===== config.mk =====
export PLATFORM = sky130hd
export DESIGN_NAME = tap_ctrl
export DESIGN_NICKNAME = d
export VERILOG_FILES = /design/src/rtl/tap_ctrl.sv
export SDC_FILE = /design/constraint.sdc
export NUM_CORES = 1
export LEC_CHECK = 0
export CORE_AREA = 2 2 39 41
export CTS_CLUSTER_DIAMETER = 50
export DETAILED_ROUTE_END_ITERATION = 12
export DIE_AREA = 0 0 41 43
export PLACE_DENSITY = 0.68
export SYNTH_ARGS = -nofsm -noshare
export SYNTH_HDL_FRONTEND = slang
export SYNTH_SLANG_ARGS = --single-unit

===== constraint.sdc =====
create_clock -name TCK -period 1.3 [get_ports TCK]
set_input_delay 0.39 -clock TCK [delete_from_list [all_inputs] [get_ports TCK]]
set_output_delay 0.39 -clock TCK [all_outputs]
set_load 0.05 [all_outputs]

===== src/rtl/tap_ctrl.sv =====
// ----------------------------------------------------------------------------
// tap_ctrl -- IEEE 1149.1 TAP controller for the JTAG core.
//
// This is a 16-state FSM. It is clocked by TCK and steered by TMS.
// It produces the capture/shift/update strobes for the instruction
// register and for the data-register chain. It also multiplexes the
// two serial outputs onto TDO.
//
// Ports
//   TCK        : JTAG test clock (the only clock)
//   TRST_N     : asynchronous active-low reset
//   TMS        : test mode select, sampled on rising TCK
//   INSTR_TDO  : serial output of the instruction register
//                (already falling-edge registered upstream)
//   DATA_TDO   : serial output of the selected data register
//   CAPTUREIR, SHIFTIR, UPDATEIR  : IR strobes
//   CAPTUREDR, SHIFTDR, UPDATEDR  : DR strobes
//   RTI        : high in Run-Test/Idle
//   RESET_N    : low while in Test-Logic-Reset (falling-TCK register)
//   TDO_EN     : high while shifting (falling-TCK register)
//   TDO        : serial test data out
//   STATE      : current state encoding, for debug
// ----------------------------------------------------------------------------
module tap_ctrl #(
  parameter logic TDO_IDLE = 1'b0
) (
  input  logic       TCK,
  input  logic       TRST_N,
  input  logic       TMS,
  input  logic       INSTR_TDO,
  input  logic       DATA_TDO,
  output logic       CAPTUREIR,
  output logic       SHIFTIR,
  output logic       UPDATEIR,
  output logic       CAPTUREDR,
  output logic       SHIFTDR,
  output logic       UPDATEDR,
  output logic       RTI,
  output logic       RESET_N,
  output logic       TDO_EN,
  output logic       TDO,
  output logic [3:0] STATE
);

  // All 16 codes are legal states, so there is no illegal-state recovery.
  typedef enum logic [3:0] {
    ST_TLR    = 4'hF,
    ST_RTI    = 4'hC,
    ST_SEL_DR = 4'h7,
    ST_CAP_DR = 4'h6,
    ST_SH_DR  = 4'h2,
    ST_EX1_DR = 4'h1,
    ST_PAU_DR = 4'h3,
    ST_EX2_DR = 4'h0,
    ST_UPD_DR = 4'h5,
    ST_SEL_IR = 4'h4,
    ST_CAP_IR = 4'hE,
    ST_SH_IR  = 4'hA,
    ST_EX1_IR = 4'h9,
    ST_PAU_IR = 4'hB,
    ST_EX2_IR = 4'h8,
    ST_UPD_IR = 4'hD
  } state_e;

  state_e state;
  state_e state_nxt;
  logic   ir_sel_q;

  function automatic logic in_ir_branch(input state_e s);
    case (s)
      ST_SEL_IR, ST_CAP_IR, ST_SH_IR, ST_EX1_IR,
      ST_PAU_IR, ST_EX2_IR, ST_UPD_IR: in_ir_branch = 1'b1;
      default:                         in_ir_branch = 1'b0;
    endcase
  endfunction

  // ---- rising TCK: state register ----
  always_ff @(posedge TCK or negedge TRST_N) begin
    if (!TRST_N) state <= ST_TLR;
    else         state <= state_nxt;
  end

  always_comb begin
    state_nxt = state;
    case (state)
      ST_TLR:    state_nxt = TMS ? ST_TLR    : ST_RTI;
      ST_RTI:    state_nxt = TMS ? ST_SEL_DR : ST_RTI;
      ST_SEL_DR: state_nxt = TMS ? ST_SEL_IR : ST_CAP_DR;
      ST_CAP_DR: state_nxt = TMS ? ST_EX1_DR : ST_SH_DR;
      ST_SH_DR:  state_nxt = TMS ? ST_EX1_DR : ST_SH_DR;
      ST_EX1_DR: state_nxt = TMS ? ST_UPD_DR : ST_PAU_DR;
      ST_PAU_DR: state_nxt = TMS ? ST_EX2_DR : ST_PAU_DR;
      ST_EX2_DR: state_nxt = TMS ? ST_UPD_DR : ST_SH_DR;
      ST_UPD_DR: state_nxt = TMS ? ST_SEL_DR : ST_RTI;
      ST_SEL_IR: state_nxt = TMS ? ST_TLR    : ST_CAP_IR;
      ST_CAP_IR: state_nxt = TMS ? ST_EX1_IR : ST_SH_IR;
      ST_SH_IR:  state_nxt = TMS ? ST_EX1_IR : ST_SH_IR;
      ST_EX1_IR: state_nxt = TMS ? ST_UPD_IR : ST_PAU_IR;
      ST_PAU_IR: state_nxt = TMS ? ST_EX2_IR : ST_PAU_IR;
      ST_EX2_IR: state_nxt = TMS ? ST_UPD_IR : ST_SH_IR;
      ST_UPD_IR: state_nxt = TMS ? ST_SEL_DR : ST_RTI;
      default:   state_nxt = ST_TLR;
    endcase
  end

  // The strobes decode only the state register, so they change just after
  // rising TCK. They stay stable through the TCK-low phase, which keeps the
  // IR block's gated clock glitch-free.
  assign CAPTUREIR = (state == ST_CAP_IR);
  assign SHIFTIR   = (state == ST_SH_IR);
  assign UPDATEIR  = (state == ST_UPD_IR);
  assign CAPTUREDR = (state == ST_CAP_DR);
  assign SHIFTDR   = (state == ST_SH_DR);
  assign UPDATEDR  = (state == ST_UPD_DR);
  assign RTI       = (state == ST_RTI);
  assign STATE     = state;

  // ---- falling TCK: reset, output enable, path select ----
  always_ff @(negedge TCK or negedge TRST_N) begin
    if (!TRST_N) begin
      RESET_N  <= 1'b0;
      TDO_EN   <= 1'b0;
      ir_sel_q <= 1'b0;
    end else begin
      RESET_N  <= (state != ST_TLR);
      TDO_EN   <= (state == ST_SH_DR) || (state == ST_SH_IR);
      ir_sel_q <= in_ir_branch(state);
    end
  end

  // INSTR_TDO is already falling-edge registered upstream. Passing it
  // straight through avoids adding a cycle of shift latency.
  assign TDO = TDO_EN ? (ir_sel_q ? INSTR_TDO : DATA_TDO) : TDO_IDLE;

endmodule


Word-level counts from Yosys, hierarchy flattened. Index checks and enable logic that the tools add are counted.

Bits in registers: 7. Input port bits: 5.

Equality and inequality tests: 16. Muxes and demuxes: 16. Reduce and logical (&&, ||, !) cells: 6.

Operator list (number): 4-bit one-hot mux with 12 select lines (1); 4-bit equality test, second input constant (8); 4-bit by 3-bit equality test with 1-bit output, second input constant (4); 2-bit 2-to-1 mux (6); 3-bit 2-to-1 mux (4); 4-bit by 2-bit equality test with 1-bit output, second input constant (2); 7-bit OR reduction (1); 4-bit by 1-bit equality test with 1-bit output, second input constant (1); 4-bit logical NOT (1); 1-bit 2-to-1 mux (4); 4-bit 2-to-1 mux (1); 4-bit != test, second input constant (1); 2-bit OR reduction (2); 3-bit OR reduction (1); 1-bit logical OR (1).

Longest topological paths before layout.
Depth after elaboration: 3. Mapped depth: 4. Depth with buffers taken out: 3.

==> run summary <==
Status - complete, but fails checks
Failing checks - negative setup slack
Grt ovf - 0
Kind of critical path - reg -> out
Drt total wl - 1.60 mm
Setup ws final - -0.901 ns
Peak supply drop - 1.73 mV
Crit path DAT - 1.81 ns
Cell family with most CP delay - flip-flops
CTS tree - yes
Leakage - 0.505 nW
Worst slack at placement - -0.684 ns
Die H - 43 um
CP startpoint kind - flip-flop
Global-route wire length before repair - 2.58 mm
Final cell count without fillers - 105
Reg clk slew, reported paths - 0.06 ns
Async SR Flop Fraction - 100%
Die width - 41 um
Core area - 0.00138 mm^2
CP max-delay cell - dfrtn_1
DRC errors left - 0
Worst-Skew Late Latency - 0.26 ns
N_diodes - 0
Final Wtd Congestion - 0.866
Slew Limit Fails - 0
Max H-tree Level - 1
Final hold vios - 0
Final nets - 95
Count of unique library cells instantiated by Yosys - 24
Tot Pwr - 3.50 mW
Max incr delay on CP - 0.41 ns
Initial antenna violation count - 0
Top-count cell post-synth - nor2_1
Num Clock Sinks - 7
Starting DRC count in detailed routing - 6
Crit path cell chain - mux2i_2 > nor2b_4 > buf_6
Synth Register Bits - 7
Final ANT Viol Nets - 0
Final setup fails - 19
Post-synth EDFFs - 0
MaxCap Viol Count - 0
Post-DP HPWL - 994 um
Critical Path RT - 0.91 ns
Placed insts - 91
Vias per cell - 4.91
Seq/Total Area, Yosys - 45.0%
Avg WL per Cell - 15.2 um
Synth Instances - 44
Clock Root Buffer - clkbuf_4
Mean Syn Cell Area - 9.10 um^2
Cell Area, Synth - 400 um^2
Share of layout cells above drive strength 1 - 75.3%
Area Overhead vs Synth - 188%
Rel. slew slack - 84.3%
Synth area leaders - dfstp_2 26%, dfrtn_1 19%, nor2_1 6.6%
Crit path buffers/inverters - 1
Initial DRT Pass Iterations - 4
Endpoint class of the critical path - output pin
Power density cells - 3030 mW/mm^2
Syn Nets - 49
# IOs - 19
Main synth FF type - dfstp_2
Max clock buf depth - 2
Total track usage - 22.4%
Ys Warns - 0
Largest net degree at the start of global routing - 8
Vias - 516
Vias in the first global route - 574
IO buf count - 18
Path category of the worst min-delay check - in -> async
Worst-path fanout max - 1
Tightest Pin Transition - 0.231 ns
Initial core utilization - 28.9%
Final core occ - 83.4%
RSZ-0062 raised after global routing - true
Num CTS Buffers - 3
Post-synth top area cell - dfstp_2
Layout Skew - 0.0121 ns
Area share of the largest cell type after synthesis - 26.3%
Cell Rows - 14
Die area - 0.00176 mm^2
Post-synth top cells - 7 x nor2_1, 4 x dfstp_2, 4 x inv_1
## placed cells by master, fill, tap and decap left out
cell type        synthesis  routed
a221o_1                  1       1
nand2_4                  1       2
dfrtn_1                  3       3
a22o_1                   1       1
nor2_1                   7       2
buf_4                    1       7
nor3_4                   0       3
buf_8                    0       2
buf_12                   0      14
o21ai_2                  0       1
a211oi_1                 1       1
inv_4                    0       2
or2b_1                   1       1
clkdlybuf4s50_1          0       4
o22ai_1                  1       1
inv_1                    4       2
a21oi_1                  2       2
clkbuf_4                 0       3
o21ai_1                  0       1
nor2b_4                  0       1
nand2_2                  0       1
mux2i_2                  0       1
nand2_8                  0       1
a41oi_2                  0       1
a31oi_1                  1       1
buf_6                    1      17
clkbuf_1                 0       1
nand4_1                  1       1
dfstp_2                  4       3
nand2b_4                 1       2
nor2_4                   0       5
dfstp_4                  0       1
## flip-flops by register name, indices dropped and copies added (netlist names)
| name | cells |
|---|---|
| STATE | 4 |
| RESET_N | 1 |
| TDO_EN | 1 |
| ir_sel_q | 1 |
## power breakdown
group	internal [mW]	switching (mW)
Clock	0.118	0.0876
Sequential	0.371	0.116
Combinational	1.44	1.36
Total	1.93	1.57
## cell families after synthesis
logic type / share of synthesized area, %
AND/OR/NAND/NOR: 25.9
multiplexers: 2.50
buffers and inverters: 9.69
AO/OA/AOI/OAI: 16.9
flip-flops: 45.0
## routing by layer
layer / vias up / track usage [%] / routed length [um]
met5: - / 0 / 0
met4: 0 / 12.7 / 19
met3: 2 / 3.66 / 51
met2: 13 / 37.5 / 895
met1: 260 / 24.8 / 631
li1: 241 / - / -
## worst paths after layout
path / end / cells after the start / startpoint / slack (ns)
max in group asynchronous: TDO_EN / 1 / TRST_N / 0.24
setup reg to reg: TDO_EN / 4 / STATE[0] / -0.51
min in group TCK: STATE[0] / 2 / STATE[0] / 0.73
setup / recovery: TDO / 3 / ir_sel_q / -0.90
hold reg to reg: STATE[0] / 2 / STATE[0] / 0.73
hold / removal: STATE[0] / 2 / TRST_N / 0.71
## layout make-up
| type | count | area, um^2 |
|---|---|---|
| Timing Repair Buffer | 44 | 594 |
| Multi-Input combinational cell | 30 | 309 |
| Fill cell | 71 | 230 |
| Sequential cell | 7 | 184 |
| Clock buffer | 4 | 26.3 |
| Inverter | 4 | 20.0 |
| Tap cell | 16 | 20.0 |
## timing repair
action,4_1_cts,5_1_grt
buffers inserted,8,4
gates resized for setup,23,11
hold buffers,0,0
pin swaps,6,2
setup endpoints to repair,18,19
## through the flow
step / hold WS [ns] / area (um^2) / TNS (ns)
after floorplan: 0.242 / 522 / -6.58
after detailed placement: 0.662 / 936 / -4.64
after global placement: 0.645 / 936 / -4.43
after CTS: 0.722 / 1100 / -7.74
final: 0.712 / 1150 / -8.05
after global routing: 0.747 / 1150 / -8.75
(Power assumes the default switching activity.)
